$ cat src/rtl/pacman_dir_decoder_pkg.sv
// Shared constants for the pacman direction path: direction codes, PS/2 scan codes
// and the receiver state type. Also imported by control_pacman.
package pacman_dir_decoder_pkg;

    typedef enum logic [2:0] {
        DIR_RIGHT = 3'b000,
        DIR_UP    = 3'b001,
        DIR_LEFT  = 3'b010,
        DIR_DOWN  = 3'b011,
        DIR_WAIT  = 3'b100
    } dir_t;

    localparam logic [7:0] SC_EXT   = 8'hE0;
    localparam logic [7:0] SC_BREAK = 8'hF0;
    localparam logic [7:0] SC_RIGHT = 8'h74;
    localparam logic [7:0] SC_UP    = 8'h75;
    localparam logic [7:0] SC_LEFT  = 8'h6B;
    localparam logic [7:0] SC_DOWN  = 8'h72;

    typedef enum logic [1:0] {
        RX_IDLE,
        RX_DATA,
        RX_PARITY,
        RX_STOP
    } rx_state_t;

    typedef struct packed {
        logic hit;
        dir_t dir;
    } key_map_t;

    // Arrow keys live in the E0-extended page; this only decodes the code itself.
    function automatic key_map_t map_key(input logic [7:0] code);
        key_map_t m;
        m.hit = 1'b1;
        case (code)
            SC_RIGHT: m.dir = DIR_RIGHT;
            SC_UP:    m.dir = DIR_UP;
            SC_LEFT:  m.dir = DIR_LEFT;
            SC_DOWN:  m.dir = DIR_DOWN;
            default: begin
                m.hit = 1'b0;
                m.dir = DIR_WAIT;
            end
        endcase
        return m;
    endfunction

endpackage

$ cat src/rtl/pacman_dir_decoder_ps2_rx.sv
// PS/2 frame receiver: synchronizes the keyboard lines, deserializes 11-bit frames
// and flags parity, stop-bit and inter-edge timeout errors.
module ps2_rx
    import pacman_dir_decoder_pkg::*;
#(
    parameter int TIMEOUT_CYCLES = 100000
) (
    input  logic       clock,
    input  logic       reset_n,
    input  logic       ps2_clk,
    input  logic       ps2_dat,
    output logic [7:0] byte_out,
    output logic       byte_valid,
    output logic       frame_err
);

    localparam int WD_W = $clog2(TIMEOUT_CYCLES + 1);
    localparam logic [WD_W-1:0] WD_LIMIT = WD_W'(TIMEOUT_CYCLES - 1);

    logic [1:0]      clk_sync;
    logic [1:0]      dat_sync;
    logic            clk_prev;
    logic            fall;
    logic            dat_bit;
    rx_state_t       state;
    logic [2:0]      bit_cnt;
    logic [7:0]      shift;
    logic            parity_ok;
    logic [WD_W-1:0] watchdog;

    assign fall     = clk_prev & ~clk_sync[1];
    assign dat_bit  = dat_sync[1];
    assign byte_out = shift;

    // NOTE: non-blocking assignments so every flop updates from pre-edge values.
    always_ff @(posedge clock) begin
        if (!reset_n) begin
            clk_sync   <= 2'b11;
            dat_sync   <= 2'b11;
            clk_prev   <= 1'b1;
            state      <= RX_IDLE;
            bit_cnt    <= 3'd0;
            shift      <= 8'h00;
            parity_ok  <= 1'b0;
            watchdog   <= '0;
            byte_valid <= 1'b0;
            frame_err  <= 1'b0;
        end else begin
            clk_sync   <= {clk_sync[0], ps2_clk};
            dat_sync   <= {dat_sync[0], ps2_dat};
            clk_prev   <= clk_sync[1];
            byte_valid <= 1'b0;
            frame_err  <= 1'b0;

            if (state != RX_IDLE && !fall && watchdog == WD_LIMIT) begin
                state     <= RX_IDLE;
                watchdog  <= '0;
                frame_err <= 1'b1;
            end else if (fall) begin
                watchdog <= '0;
                case (state)
                    RX_IDLE: begin
                        if (!dat_bit) begin
                            state   <= RX_DATA;
                            bit_cnt <= 3'd0;
                        end
                    end
                    RX_DATA: begin
                        shift   <= {dat_bit, shift[7:1]};
                        bit_cnt <= bit_cnt + 3'd1;
                        if (bit_cnt == 3'd7) state <= RX_PARITY;
                    end
                    RX_PARITY: begin
                        parity_ok <= ^{shift, dat_bit};
                        state     <= RX_STOP;
                    end
                    RX_STOP: begin
                        if (dat_bit && parity_ok) byte_valid <= 1'b1;
                        else                      frame_err  <= 1'b1;
                        state <= RX_IDLE;
                    end
                    default: state <= RX_IDLE;
                endcase
            end else if (state != RX_IDLE) begin
                watchdog <= watchdog + WD_W'(1);
            end
        end
    end

endmodule

$ cat src/rtl/pacman_dir_decoder.sv
// Turns PS/2 arrow-key make/break codes into a held pacman direction,
// pulsing dir_valid only when the direction actually changes.
module pacman_dir_decoder
    import pacman_dir_decoder_pkg::*;
#(
    parameter int TIMEOUT_CYCLES = 100000
) (
    input  logic       clock,
    input  logic       reset_n,
    input  logic       ps2_clk,
    input  logic       ps2_dat,
    output logic [2:0] dir_out,
    output logic       dir_valid,
    output logic       frame_err
);

    logic [7:0] rx_byte;
    logic       rx_valid;
    logic       rx_err;
    logic       ext;
    logic       brk;
    dir_t       dir_q;
    dir_t       next_dir;
    key_map_t   key;

    ps2_rx #(.TIMEOUT_CYCLES(TIMEOUT_CYCLES)) u_rx (
        .clock      (clock),
        .reset_n    (reset_n),
        .ps2_clk    (ps2_clk),
        .ps2_dat    (ps2_dat),
        .byte_out   (rx_byte),
        .byte_valid (rx_valid),
        .frame_err  (rx_err)
    );

    assign dir_out   = dir_q;
    assign frame_err = rx_err;
    assign key       = map_key(rx_byte);

    // NOTE: next_dir gets a default first so no path through the block infers a latch.
    always_comb begin
        next_dir = dir_q;
        if (rx_valid && ext && key.hit) begin
            if (!brk)                next_dir = key.dir;
            else if (key.dir == dir_q) next_dir = DIR_WAIT;
        end
    end

    always_ff @(posedge clock) begin
        if (!reset_n) begin
            ext       <= 1'b0;
            brk       <= 1'b0;
            dir_q     <= DIR_WAIT;
            dir_valid <= 1'b0;
        end else begin
            dir_valid <= 1'b0;
            if (next_dir != dir_q) begin
                dir_q     <= next_dir;
                dir_valid <= 1'b1;
            end

            // Prefix flags survive only until the next non-prefix byte or a bad frame.
            if (rx_err) begin
                ext <= 1'b0;
                brk <= 1'b0;
            end else if (rx_valid) begin
                if (rx_byte == SC_EXT) begin
                    ext <= 1'b1;
                end else if (rx_byte == SC_BREAK) begin
                    brk <= 1'b1;
                end else begin
                    ext <= 1'b0;
                    brk <= 1'b0;
                end
            end
        end
    end

endmodule

$ cat config.mk
export PLATFORM = sky130hd
export DESIGN_NAME = pacman_dir_decoder
export DESIGN_NICKNAME = d
export VERILOG_FILES = /design/src/rtl/pacman_dir_decoder_pkg.sv /design/src/rtl/pacman_dir_decoder_ps2_rx.sv /design/src/rtl/pacman_dir_decoder.sv
export SDC_FILE = /design/constraint.sdc
export NUM_CORES = 1
export LEC_CHECK = 0
export ABC_AREA = 0
export CAP_MARGIN = 25
export CORE_UTILIZATION = 55
export CTS_BUF_LIST = sky130_fd_sc_hd__clkbuf_16
export DETAILED_ROUTE_END_ITERATION = 6
export GPL_ROUTABILITY_DRIVEN = 0
export PLACE_DENSITY = 0.73
export REMOVE_ABC_BUFFERS = 1
export SETUP_SLACK_MARGIN = 0.15
export SYNTH_ARGS = -nofsm -noshare
export SYNTH_HDL_FRONTEND = slang
export SYNTH_SLANG_ARGS = --single-unit
$ cat constraint.sdc
create_clock -name clock -period 3.09 [get_ports clock]
set_input_delay 0.7725 -clock clock [delete_from_list [all_inputs] [get_ports clock]]
set_output_delay 0.7725 -clock clock [all_outputs]
set_load 0.02 [all_outputs]
==> results of run 1 <==
==> worst max-delay path, stage by stage, from the launching register on <==
cell,delay (ps)
dfxtp_1,350
inv_1,80
ha_1,200
nand4b_1,210
or4_1,460
o21ai_2,200
nand2b_1,540
nor2_1,110
==> per-layer routing <==
metal / up-vias / global-route usage, %
li1: 886 / -
met3: 5 / 6.25
met5: - / 0
met4: 0 / 7.34
met1: 796 / 27.5
met2: 20 / 32.4
==> stage by stage <==
stage / hold slack (ps) / area (µm²)
2_1_floorplan: 386 / 2170
6_report: 416 / 2490
3_3_place_gp: 389 / 2330
3_5_place_dp: 402 / 2330
4_1_cts: 420 / 2490
5_1_grt: 439 / 2490
==> power by group through the flow <==
| stage | registers (mW) | logic [mW] | clock network (mW) |
|---|---|---|---|
| final | 0.572 | 0.0293 | 0.582 |
| after global routing | 0.572 | 0.0321 | 0.626 |
| after CTS | 0.572 | 0.0297 | 0.599 |
| after detailed placement | 0.585 | 0.0294 | 0 |
| after global placement | 0.585 | 0.0293 | 0 |
| after floorplan | 0.584 | 0.0159 | 0 |
==> final cells by class <==
class                           count  area, µm²
Inverter                            6       22.5
Tap cell                           48       60.1
Clock buffer                        5        125
Clock inverter                      3       38.8
Fill cell                         312       1280
Sequential cell                    44        881
Multi-Input combinational cell    189       1260
Timing Repair Buffer               11        103
==> path summary, 6_finish.rpt <==
kind / startpoint / end / slack (ps) / cells past startpoint
setup / recovery: u_rx.state[0] / u_rx.watchdog[4] / 780 / 7
hold reg to reg: u_rx.clk_sync[0] / u_rx.clk_sync[1] / 420 / 1
hold / removal: u_rx.clk_sync[0] / u_rx.clk_sync[1] / 420 / 1
setup reg to reg: u_rx.state[0] / u_rx.watchdog[4] / 780 / 7
==> state kept, by name (all words and copies together) (netlist names) <==
| name | flops |
|---|---|
| u_rx.bit_cnt | 3 |
| dir_valid | 1 |
| u_rx.clk_sync | 2 |
| ext | 1 |
| u_rx.dat_sync | 2 |
| brk | 1 |
| dir_out | 3 |
| u_rx.byte_valid | 1 |
| u_rx.frame_err | 1 |
| u_rx.parity_ok | 1 |
| u_rx.clk_prev | 1 |
| u_rx.byte_out | 8 |
| u_rx.watchdog | 17 |
| u_rx.state | 2 |
==> cell usage in the layout (no fill, tap or decap), drive strengths merged, types with 2 or more instances in the layout <==
master         netlist  layout
and2b                2       2
and4                 2       2
nand4                6       6
mux2i                3       3
nand4b               4       4
and3b                4       4
a21oi                8       8
nor2                26      26
inv                  6       7
dfxtp               44      44
nand3b               5       5
a21boi              10      10
xnor2               12      12
nand2b               9       9
a32oi                2       2
nor3                 5       5
o21ai                5       5
nand2               23      23
nor2b                6       6
ha                   7       7
clkbuf               5       5
o41ai                2       2
xor2                12      12
and3                 3       3
buf                  7       3
a211oi               2       2
clkdlybuf4s50        0       8
nand3               13      13
or3                  3       3
==> logic make-up after synthesis <==
logic type | share of synthesized area, %
DFF | 39.5
muxes | 1.35
and+or+nand+nor | 28.3
buffers and inverters | 3.87
xor gates and xnor gates | 10.4
adders and majority gates | 3.93
AOI/OAI and AO/OA | 12.6
==> qor.csv, run 1 <==
metric,value,unit
status,"complete, no violations",
drv_slew,0,
internal-power,0.960,mW
drtPass1Iterations,4,
dp.cells,298,
cts_tree,done,
min_path_type,reg2reg,
p_total,1.18,mW
drive_above_1_share,5.43,%
postLayoutCoreUtil,66.1,%
wl_per_cell,12.8,µm
post-route-period-util,74.8,%
fmax,433,MHz
cts.sinks,44,
yosysMostFrequentCell,dfxtp_1,
cts_resized,0,
yosys_warnings,0,
finClkSkew,4.19,ps
final_antenna_net_count,0,
die_w,65.7,µm
rsz0062_at_grt,false,
hold_violations,0,
critPathMaxFanout,17,
ys_seq_area_share,39.5,%
antenna_found_initial,0,
synth.distinct_cells,47,
maxCapViolCount,0,
wirelength_met1,2020,µm
finalSetupViolations,0,
power_density,475,nW/µm²
dpl.hpwl,2770,µm
layout_min_cycle_time,2310,ps
vias,1707,
slew_headroom,57.3,%
pre_cts_ws,790,ps
cts_buffers,5,
synthTopCellsByCount,"dfxtp_1 (44), nor2_1 (26), nand2_1 (23)",
fin_nets,268,
clk_pin_slew,60,ps
core.rowCount,22,
synth_flop_cell,dfxtp_1,
yosysTopAreaCellShare,39.5,%
clkPwrFrac,49.2,%
top_layer_used,met4,
synth_largest_area_cell,dfxtp_1,
path_class,reg2reg,
cts.path.max_buffers,2,
comb_power_share,2.5,%
tns,0,ps
die-area,4320,µm²
synthTopCellsByArea,"dfxtp_1 (39%), xnor2_1 (4.7%), xor2_1 (4.7%), nor2_1 (4.4%), ha_1 (3.9%)",
synth_edf_count,0,
swShare,18.9,%
switching_power,0.224,mW
wl,3920,µm
grt_usage,21.0,%
cp.arrival,2460,ps
start_util,59.2,%
ys_seq_elements,44,
final_cell_count_no_fill,306,
die_h,65.7,µm
port_buffers,8,
insertion_delay,280,ps
syn_area,2230,µm²
pwr-share-seq,48.3,%
grt_overflow_total,0,
critical_path_required,3230,ps
syn_inst,251,
crit_path_start_kind,flip-flop,
synth_area_per_cell,8.89,µm²
area_delta_synth_final,11.8,%
wl_met2,1730,µm
finalWorstSetupSlack,778,ps
tightest_slew,641,ps
n_antenna_cell,0,
grt_pass1_wl,6850,µm
cts_hold_buffers,0,
post_cts_buffers,0,
via_per_inst,5.58,
endpoint_kind,flip-flop,
clockRootBuffer,clkbuf_16,
drtIter0Drc,126,
coreArea,3770,µm²
async_reset_ff_share,0,%
ir_drop,0.425,mV
met3_length,117,µm
ios,9,
first_global_vias,1525,
grt_start_max_net_pins,26,
drcViolationCount,0,
htreeDepth,2,
p_leak,0.878,nW
Note: power is estimated with default switching activity, not from simulation.
==> run 2, diff against run 1 <==
--- a/config.mk
+++ b/config.mk
@@ -7,11 +7,11 @@
 export LEC_CHECK = 0
 export ABC_AREA = 0
 export CAP_MARGIN = 25
-export CORE_UTILIZATION = 55
+export CORE_UTILIZATION = 54
 export CTS_BUF_LIST = sky130_fd_sc_hd__clkbuf_16
 export DETAILED_ROUTE_END_ITERATION = 6
 export GPL_ROUTABILITY_DRIVEN = 0
-export PLACE_DENSITY = 0.73
+export PLACE_DENSITY = 0.75
 export REMOVE_ABC_BUFFERS = 1
 export SETUP_SLACK_MARGIN = 0.15
 export SYNTH_ARGS = -nofsm -noshare
==> constraint.sdc (replaced) <==
create_clock -name clock -period 1.97 [get_ports clock]
set_input_delay 0.4925 -clock clock [delete_from_list [all_inputs] [get_ports clock]]
set_output_delay 0.4925 -clock clock [all_outputs]
set_load 0.02 [all_outputs]
==> run 2 against run 1 <==
  * Die area increased by 1.8%
  * Via count increased by 7.2%
  * Cell count increased by 7.5%
  * Clock-buffer cell count unchanged
  * Hold slack got worse by 4.7 ps
  * Clock power increased by 59%
  * Sequential power increased by 57%
  * Routed wire length increased by 16%
  * Critical path type unchanged
  * Critical endpoint is now u_rx.watchdog[12]
  * Largest power group unchanged
==> qor.csv, run 2 (synthesis gave the netlist of run 1 again) <==
metric,value,unit,change
clk_pin_slew,60,ps,about the same
min_path_cells,1,,unchanged
rsz0062_at_grt,true,,was false
drive_above_1_share,24.2,%,was 5.43%
drtPass1Iterations,4,,unchanged
die_h,66.3,µm,was 65.7 µm
die_w,66.3,µm,was 65.7 µm
dpl.hpwl,2870,µm,was 2770 µm
ios,9,,unchanged
coreArea,3800,µm²,was 3770 µm²
hp-start,u_rx.dat_sync[0],,was u_rx.clk_sync[0]
cts.sinks,44,,unchanged
start_util,58.7,%,was 59.2%
mostFrequentLayoutCells,"dfxtp_1 (38), nand2_1 (23), buf_4 (23)",,"was dfxtp_1 (44), nor2_1 (26), nand2_1 (23)"
power_density,671,nW/µm²,was 475 nW/µm²
n_antenna_cell,0,,unchanged
r2r_end,u_rx.watchdog[12],,was u_rx.watchdog[4]
layout_min_cycle_time,1830,ps,was 2310 ps
cts.path.max_buffers,2,,unchanged
path_class,reg2reg,,unchanged
die-area,4390,µm²,was 4320 µm²
tns,0,ps,unchanged
largest_reg_flops,17,,unchanged
port_buffers,8,,unchanged
grt_overflow_total,0,,unchanged
min_to,u_rx.dat_sync[1],,was u_rx.clk_sync[1]
hold_slack,411,ps,was 416 ps
rr_worst_depth,8,,was 7
maxCapViolCount,0,,unchanged
via_per_inst,5.56,,was 5.58
drv_slew,0,,unchanged
multiInputGateArea,1400,µm²,was 1260 µm²
cts_buffers,5,,unchanged
wl,4560,µm,was 3920 µm
status,"complete, no violations",,unchanged
fmax,547,MHz,was 433 MHz
fill_cells,277,,was 312
endpoint_kind,flip-flop,,unchanged
grt_pass1_wl,7240,µm,was 6850 µm
core.rowCount,22,,unchanged
cts_tree,done,,unchanged
htreeDepth,2,,unchanged
slowest_delay,460,ps,was 540 ps
finClkSkew,3.87,ps,was 4.19 ps
min_path_type,reg2reg,,unchanged
register_area,891,µm²,was 881 µm²
critPathMaxFanout,8,,was 17
ir_drop,0.631,mV,was 0.425 mV
largest-register,u_rx.watchdog,,unchanged
r2r_start,u_rx.state[0],,unchanged
wl_per_cell,13.9,µm,was 12.8 µm
p_leak,1.02,nW,was 0.878 nW
crit_path_start_kind,flip-flop,,unchanged
final_common_cell,dfxtp_1,,unchanged
slew_headroom,71.5,%,was 57.3%
drcViolationCount,0,,unchanged
insertion_delay,280,ps,about the same
cp.arrival,2010,ps,was 2460 ps
rrSetupSlack,140,ps,was 780 ps
drtIter0Drc,140,,was 126
critical_path.slowest_cell,or4_4,,was nand2b_1
cts_hold_buffers,0,,unchanged
antenna_found_initial,0,,unchanged
fin_nets,291,,was 268
vias,1830,,was 1707
clockRootBuffer,clkbuf_16,,unchanged
hold_violations,0,,unchanged
final_antenna_net_count,0,,unchanged
critical_path_required,2150,ps,was 3230 ps
grt_usage,21.8,%,was 21.0%
post-route-period-util,92.8,%,was 74.8%
first_global_vias,1633,,was 1525
tightest_slew,425,ps,was 641 ps
path_cells,inv_2 -> ha_4 -> nand4b_1 -> or4_4 -> o21ai_4 -> nand2b_4 -> buf_8 -> nor2_1,,was inv_1 -> ha_1 -> nand4b_1 -> or4_1 -> o21ai_2 -> nand2b_1 -> nor2_1
area_delta_synth_final,26.4,%,was 11.8%
postLayoutCoreUtil,74.2,%,was 66.1%
grt_start_max_net_pins,18,,was 26
finalSetupViolations,0,,unchanged
[run 2: area by class of cell]
cell class,instances,area share [%]
inverters,6,0.799
well taps,48,2.13
flip-flops and latches,44,31.6
repair buffers,34,10.2
clock buffers,5,4.44
multi-input cells,189,49.5
clock inverters,3,1.38
[run 2: what timing repair did]
action                     4_1_cts  5_1_grt
gates cloned                     0        1
setup buffers                    3        5
setup endpoints to repair       22       22
pin swaps                        2       16
resized for setup               10       37
[run 2: metal layers]
metal	routed length [µm]	global-route usage, %	share of wire [%]	up-vias
li1	-	-	-	934
met1	2220	28.1	49	861
met2	2180	34.3	48	28
met3	102	6.38	2.2	7
met4	63	7.71	1.4	0
met5	0	0	0	-
[run 2: how the worst max path moves through the flow]
stage | from | end | slack, ps | depth (start not counted)
after floorplan | u_rx.state[0] | u_rx.watchdog[0] | -170 | 7
after global placement | u_rx.state[0] | u_rx.watchdog[1] | 100 | 8
after detailed placement | u_rx.state[0] | u_rx.watchdog[0] | 20 | 8
after CTS | u_rx.state[0] | u_rx.watchdog[3] | 150 | 8
after global routing | u_rx.state[0] | u_rx.watchdog[0] | 30 | 8
final | u_rx.state[0] | u_rx.watchdog[12] | 140 | 8
[run 2: critical path, delay by kind of cell, from the launching register on]
kind / cells / cell delay (ps)
buf+inv: 2 / 210
simple gates: 4 / 870
flops: 1 / 340
compound gates: 1 / 150
fa+ha+maj: 1 / 150
[run 2: where the power goes]
group	switching, mW	internal [mW]	total, mW
Combinational	0.0348	0.0354	0.0702
Sequential	0.00297	0.893	0.896
Clock	0.335	0.591	0.927
[run 2: per-stage QoR]
step | total power [mW] | cell area, µm² | worst slack [ps] | std cells
after floorplan | 0.941 | 2170 | -173 | 239
after global placement | 0.970 | 2430 | 98.5 | 312
after detailed placement | 0.971 | 2430 | 23.3 | 312
after CTS | 1.89 | 2650 | 148 | 323
after global routing | 1.95 | 2820 | 32.5 | 329
final | 1.89 | 2820 | 142 | 329
